===== src/rtl/arith_pkg.sv =====
// Shared encodings for the arithmetic slow-path units.
package arith_pkg;

  localparam logic OP_MUL = 1'b0;
  localparam logic OP_DIV = 1'b1;

  typedef enum logic [1:0] {
    ST_IDLE = 2'd0,
    ST_RUN  = 2'd1,
    ST_DONE = 2'd2
  } state_e;

endpackage


===== src/rtl/seq_mul_div_if.sv =====
// Request/response bundle for the sequential multiply/divide unit.
interface seq_mul_div_if #(
  parameter int unsigned N = 8
) ();
  logic         start;
  logic         op;
  logic [N-1:0] a;
  logic [N-1:0] b;
  logic         busy;
  logic         done;
  logic [N-1:0] result_hi;
  logic [N-1:0] result_lo;
  logic         div_by_zero;

  modport master (
    output start, op, a, b,
    input  busy, done, result_hi, result_lo, div_by_zero
  );

  modport slave (
    input  start, op, a, b,
    output busy, done, result_hi, result_lo, div_by_zero
  );
endinterface


===== src/rtl/addsub_n.sv =====
// N-bit ripple add/subtract; cout is carry when adding and borrow when subtracting.
module addsub_n #(
  parameter int unsigned N = 8
) (
  input  logic [N-1:0] x,
  input  logic [N-1:0] y,
  input  logic         sub,
  output logic [N-1:0] sum,
  output logic         cout
);
  logic [N:0]   c;
  logic [N-1:0] y_inv;

  assign y_inv = y ^ {N{sub}};
  assign c[0]  = sub;

  for (genvar i = 0; i < N; i++) begin : g_fa
    full_adder u_fa (
      .a    (x[i]),
      .b    (y_inv[i]),
      .cin  (c[i]),
      .s    (sum[i]),
      .cout (c[i+1])
    );
  end

  // Two's-complement subtract leaves carry high when no borrow occurred.
  assign cout = c[N] ^ sub;
endmodule


===== src/rtl/full_adder.sv =====
// One-bit full adder cell.
module full_adder (
  input  logic a,
  input  logic b,
  input  logic cin,
  output logic s,
  output logic cout
);
  assign s    = a ^ b ^ cin;
  assign cout = (a & b) | (cin & (a ^ b));
endmodule


===== src/rtl/seq_mul_div.sv =====
// Multi-cycle unsigned shift-add multiplier / restoring divider, one bit per clock.
module seq_mul_div
  import arith_pkg::*;
#(
  parameter int unsigned N = 8
) (
  input logic          clk,
  input logic          reset,
  seq_mul_div_if.slave bus
);
  localparam int unsigned CW = $clog2(N + 1);

  state_e        state_q, state_d;
  logic [CW-1:0] cnt_q, cnt_d;
  logic          op_q, op_d;
  logic [N-1:0]  b_q, b_d;
  logic [N-1:0]  acc_hi_q, acc_hi_d;
  logic [N-1:0]  acc_lo_q, acc_lo_d;
  logic [N-1:0]  res_hi_q, res_hi_d;
  logic [N-1:0]  res_lo_q, res_lo_d;
  logic          dbz_q, dbz_d;

  logic [N-1:0]  t, add_x, sum, step_hi, step_lo;
  logic [N:0]    mul_hi;
  logic          cout, take;

  assign t     = {acc_hi_q[N-2:0], acc_lo_q[N-1]};
  assign add_x = (op_q == OP_DIV) ? t : acc_hi_q;

  addsub_n #(.N(N)) u_addsub (
    .x    (add_x),
    .y    (b_q),
    .sub  (op_q == OP_DIV),
    .sum  (sum),
    .cout (cout)
  );

  // One iteration of the selected algorithm.
  always_comb begin
    step_hi = acc_hi_q;
    step_lo = acc_lo_q;
    mul_hi  = '0;
    take    = 1'b0;
    if (op_q == OP_MUL) begin
      mul_hi  = acc_lo_q[0] ? {cout, sum} : {1'b0, acc_hi_q};
      step_hi = mul_hi[N:1];
      step_lo = {mul_hi[0], acc_lo_q[N-1:1]};
    end else begin
      // A set top bit means the shifted remainder already exceeds any N-bit divisor.
      take    = acc_hi_q[N-1] | ~cout;
      step_hi = take ? sum : t;
      step_lo = {acc_lo_q[N-2:0], take};
    end
  end

  always_comb begin
    state_d  = state_q;
    cnt_d    = cnt_q;
    op_d     = op_q;
    b_d      = b_q;
    acc_hi_d = acc_hi_q;
    acc_lo_d = acc_lo_q;
    res_hi_d = res_hi_q;
    res_lo_d = res_lo_q;
    dbz_d    = dbz_q;
    unique case (state_q)
      ST_IDLE, ST_DONE: begin
        if (bus.start) begin
          op_d     = bus.op;
          b_d      = bus.b;
          acc_hi_d = '0;
          acc_lo_d = bus.a;
          cnt_d    = '0;
          dbz_d    = 1'b0;
          if (bus.op == OP_DIV && bus.b == '0) begin
            state_d  = ST_DONE;
            res_hi_d = bus.a;
            res_lo_d = '1;
            dbz_d    = 1'b1;
          end else begin
            state_d = ST_RUN;
          end
        end else begin
          state_d = ST_IDLE;
        end
      end
      ST_RUN: begin
        acc_hi_d = step_hi;
        acc_lo_d = step_lo;
        if (cnt_q == CW'(N - 1)) begin
          state_d  = ST_DONE;
          res_hi_d = step_hi;
          res_lo_d = step_lo;
        end else begin
          cnt_d = cnt_q + 1'b1;
        end
      end
      default: state_d = ST_IDLE;
    endcase
  end

  always_ff @(posedge clk) begin
    if (reset) begin
      state_q  <= ST_IDLE;
      cnt_q    <= '0;
      op_q     <= OP_MUL;
      b_q      <= '0;
      acc_hi_q <= '0;
      acc_lo_q <= '0;
      res_hi_q <= '0;
      res_lo_q <= '0;
      dbz_q    <= 1'b0;
    end else begin
      state_q  <= state_d;
      cnt_q    <= cnt_d;
      op_q     <= op_d;
      b_q      <= b_d;
      acc_hi_q <= acc_hi_d;
      acc_lo_q <= acc_lo_d;
      res_hi_q <= res_hi_d;
      res_lo_q <= res_lo_d;
      dbz_q    <= dbz_d;
    end
  end

  assign bus.busy        = (state_q == ST_RUN);
  assign bus.done        = (state_q == ST_DONE);
  assign bus.result_hi   = res_hi_q;
  assign bus.result_lo   = res_lo_q;
  assign bus.div_by_zero = dbz_q;
endmodule


===== src/flat_wrapper.sv =====
// flat-port wrapper written by rule: the top's interface ports become plain ports
module seq_mul_div_flat import arith_pkg::*;
#(
  parameter int unsigned N = 8
)
  (clk, reset, bus_start, bus_op, bus_a, bus_b, bus_busy, bus_done, bus_result_hi, bus_result_lo, bus_div_by_zero);
  seq_mul_div_if #(.N(N)) bus_i ();
  input logic clk;
  input logic reset;
  input wire logic [$bits(bus_i.start)-1:0] bus_start;
  input wire logic [$bits(bus_i.op)-1:0] bus_op;
  input wire logic [$bits(bus_i.a)-1:0] bus_a;
  input wire logic [$bits(bus_i.b)-1:0] bus_b;
  output wire logic [$bits(bus_i.busy)-1:0] bus_busy;
  output wire logic [$bits(bus_i.done)-1:0] bus_done;
  output wire logic [$bits(bus_i.result_hi)-1:0] bus_result_hi;
  output wire logic [$bits(bus_i.result_lo)-1:0] bus_result_lo;
  output wire logic [$bits(bus_i.div_by_zero)-1:0] bus_div_by_zero;
  assign bus_i.start = bus_start;
  assign bus_i.op = bus_op;
  assign bus_i.a = bus_a;
  assign bus_i.b = bus_b;
  assign bus_busy = bus_i.busy;
  assign bus_done = bus_i.done;
  assign bus_result_hi = bus_i.result_hi;
  assign bus_result_lo = bus_i.result_lo;
  assign bus_div_by_zero = bus_i.div_by_zero;
  seq_mul_div #(.N(N)) u_core (.clk(clk), .reset(reset), .bus(bus_i));
endmodule

===== config.mk =====
export PLATFORM = sky130hd
export DESIGN_NAME = seq_mul_div_flat
export DESIGN_NICKNAME = d
export VERILOG_FILES = /design/src/rtl/arith_pkg.sv /design/src/rtl/seq_mul_div_if.sv /design/src/rtl/addsub_n.sv /design/src/rtl/full_adder.sv /design/src/rtl/seq_mul_div.sv /design/src/flat_wrapper.sv
export SDC_FILE = /design/constraint.sdc
export NUM_CORES = 1
export LEC_CHECK = 0
export BUFFER_PORTS_ARGS = -buffer_cell sky130_fd_sc_hd__buf_2
export CAP_MARGIN = 20
export CORE_ASPECT_RATIO = 1.1
export CORE_MARGIN = 2
export CORE_UTILIZATION = 30
export CTS_CLUSTER_SIZE = 25
export DETAILED_ROUTE_END_ITERATION = 8
export PLACE_DENSITY_LB_ADDON = 0.3
export SYNTH_ARGS = -nofsm -noshare
export SYNTH_HDL_FRONTEND = slang
export SYNTH_SLANG_ARGS = --single-unit

===== constraint.sdc =====
create_clock -name clk -period 11.8 [get_ports clk]
set_input_delay 2.95 -clock clk [delete_from_list [all_inputs] [get_ports clk]]
set_output_delay 2.95 -clock clk [all_outputs]
set_load 0.01 [all_outputs]

==> metrics.md <==
| Metric | Value |
|---|---|
| Outcome | `finished clean` |
| Post-synth net total | `342` |
| R2R Path End | `u_core.bus.result_hi[4]` |
| Leak Pwr | `around 0.0011 uW` |
| Syn Inst Count | `314` |
| Diodes inserted | `0` |
| Post-DRT Antenna Nets | `0` |
| CTS sink cnt | `48` |
| First-pass GRT wire length | `11,300 um` |
| Share of synthesized registers carrying an async set or reset | `0` |
| Worst-Margin Slew | `747 ps` |
| Unrepaired setup endpoints after global routing | `no` |
| Final WS setup | `6830 ps` |
| Crit-path cells | `buf_4, inv_2, a21oi_1, a31oi_1, fa_1, fa_1, fa_1, fa_1, fa_1, fa_1, inv_1, fa_1, o21ai_0, o311a_1, nor3_1, o32ai_2` |
| Switching Share | `0.259` |
| PortBufs | `38` |
| Min-delay worst type | `reg2reg` |
| Largest net degree at the start of global routing | `42` |
| Post-synth top flop | `dfxtp_1` |
| Setup Buffers After CTS | `0` |
| Hold buffers post-CTS | `0` |
| Max FO, Critical Path | `39` |
| Final core utilization | `0.347` |
| Hold Fails Final Rpt | `0` |
| CP peak stage delay | `approximately 540 ps` |
| I/O Pins | `39` |
| Worst-path clk slew | `90 ps` |
| Area Growth Syn to Fin | `12.5%` |
| Hold EP | `u_core.bus.div_by_zero` |
| Setup_tns | `0 ps` |
| Clock Path Buffers | `2` |
| Crit. End Element | `flip-flop` |
| GP Congestion | `0.759` |
| CTS Buf Count | `5` |
| CTS root buf | `clkbuf_8` |
| Max Freq | `slightly above 0.2 GHz` |
| Initial Utilization | `0.309` |
| Most frequent cells in the layout | `52 x nand2_1, 48 x dfxtp_1, 38 x buf_2` |
| Clock network power share | `0.374` |
| Initial DRC count | `112` |
| Initial antenna violation count | `0` |
| Post-synth top area cell | `dfxtp_1` |
| Post-cts repair resize count | `0` |
| Residual DRC | `0` |
| WP data arrival | `slightly above 5000 ps` |
| Hold path depth | `2` |
| Hold Path Origin | `u_core.bus.div_by_zero` |
| Comb pwr share | `0.146` |
| GR met3 Demand/Resource | `0.0268` |
| Synthesis-stage register bit count | `between 40 and 50` |
| Vias in the first global route | `2,298` |
| Peak supply drop | `0.0000687 V` |
| Required @ worst endpoint | `11,970 ps` |
| Seq/Total Area, Yosys | `0.353` |
| Place WS | `approximately 6900 ps` |
| Setup CP Type | `reg2reg` |
| Critical path's top delay family | `adder cells` |
| Post-synth EDFFs | `0` |
| CTS tree | `built` |
| Die W | `94.9 um` |
| Grt met1 use | `0.196` |
| Grt ovf | `0` |
| Chip height | `around 100 um` |
| Final net count | `364` |
| Busiest grt layer | `met2` |
| Buf/Inv on CP | `3` |
| Worst hold slack | `464 ps` |
| Seq pwr share | `0.479` |
| WL final | `6800 um` |
| Cell Int Power | `271 uW` |
| Clock Latency Late Sink | `290 ps` |
| Distinct cells, synth | `between 40 and 50` |
| Htree depth | `2` |
| Die area | `9860 um2` |
| R2R setup slack | `6830 ps` |
| Post-Syn Area | `about 2700 um2` |
| Commonest non-fill, non-tap cell in the layout | `nand2_1` |
| TritonRoute pass-1 iters | `5` |
| Final period util | `0.421` |
| Vias | `2,314` |
| Rel. slew slack | `0.502` |
| Core footprint | `8830 um2` |
| P_sw | `between 90 and 100 uW` |
| Via/cell ratio | `a little over 5` |
| Clk_skew | `10.2 ps` |
| Routed len/inst | `15.1 um` |
| Total chip power | `between 300 and 400 uW` |
| Final min period | `4970 ps` |
| Pwr Density | `119 nW/um2` |
| HPWL after DPL | `4780 um` |
| Ratio of cells with drive above 1 in the final layout | `0.214` |
| Top cells by area, synth | `dfxtp_1 35%, nand2_1 7.2%, fa_1 5.1%` |
| Pins over their slew limit | `0` |
| Worst r2r src | `u_core.op_q` |
| Synth top area share | `0.353` |
| Synthesis Warnings | `0` |
| Critical path origin | `u_core.op_q` |
| Syn avg cell area | `8.68 um2` |
| Setup-failing EPs final | `0` |
| Critical-path top delay cell | `fa_1` |
| Cells on worst reg2reg path | `16` |
| Number of max-cap violations | `0` |
| GR met2 Demand/Resource | `0.232` |
| Cell Rows | `36` |
| Cell repeated most along the worst path | `fa_1` |
| GRT Overall Usage | `0.142` |
| Worst setup SP type | `flip-flop` |
-- layer usage --
metal | wire length [um] | vias up
met2 | 3200 | 46
met1 | 3270 | 1104
li1 | - | 1162
met5 | 0 | -
met4 | 29 | 0
met3 | 298 | 2
-- power groups by stage --
stage	combinational, uW	clock [uW]	sequential (uW)
floorplan	42.1	0	176
global placement	53.8	0	179
detailed placement	54.2	0	179
CTS	54.3	141	175
global route	60.9	148	176
finish	53.6	137	175
-- sequential cells by signal, indices dropped and copies added, names as in the netlist --
| signal | flops |
|---|---|
| u_core.acc_lo_q | 8 |
| u_core.b_q | 8 |
| u_core.op_q | 1 |
| u_core.bus.div_by_zero | 1 |
| u_core.acc_hi_q | 8 |
| u_core.bus.result_hi | 8 |
| u_core.cnt_q | 4 |
| u_core.bus.result_lo | 8 |
| u_core.state_q | 2 |
-- cell type report --
cell class                 count  area, um2
clock buffer                   5       68.8
fill                         987       5760
sequential                    48        961
clock inverter                 2       60.1
inverter                       7       31.3
multi-input combinational    232       1580
tap                          114        143
timing repair buffer          42        220
-- through the flow --
stage / std cells / instance area (um2)
floorplan: 314 / 2730
global placement: 443 / 2940
detailed placement: 443 / 2940
CTS: 450 / 3070
global route: 450 / 3070
finish: 450 / 3070
-- synthesized netlist by cell type (8+ instances only) --
library cell  number
dfxtp_1           48
buf_2             13
a311oi_1           9
o21ai_1           12
a211oi_1          11
a21oi_1           27
nor2_1            18
nand2_1           52
nor3_1            15
clkbuf_1           8
-- cell families (layout without fill, tap and decap cells) --
family / Yosys count / count (layout) / synth area share
buf+inv: 34 / 56 / 0.0670
fa+ha+maj: 8 / 8 / 0.0560
compound gates: 92 / 92 / 0.255
simple gates: 114 / 114 / 0.207
xor+xnor: 10 / 10 / 0.0321
mux: 8 / 8 / 0.0298
flops: 48 / 48 / 0.353
-- worst reg2reg max path, cell delays in order, from the launching register on --
cell and delay, ps:
dfxtp_1 320, buf_4 380, inv_2 200, a21oi_1 160, a31oi_1 70, fa_1 390
fa_1 390, fa_1 390, fa_1 390, fa_1 400, fa_1 380, inv_1 80
fa_1 540, o21ai_0 150, o311a_1 160, nor3_1 320, o32ai_2 130
-- how the worst max path moves through the flow --
stage,end,slack (ps),cells past startpoint
finish,u_core.bus.result_hi[4],6830,16
global route,u_core.bus.result_hi[4],6550,16
CTS,u_core.bus.result_hi[4],6820,16
detailed placement,u_core.bus.result_hi[4],6850,16
global placement,u_core.bus.result_hi[4],6970,16
floorplan,u_core.bus.result_hi[7],7360,17
No activity file was read; power rests on OpenSTA's default activity.
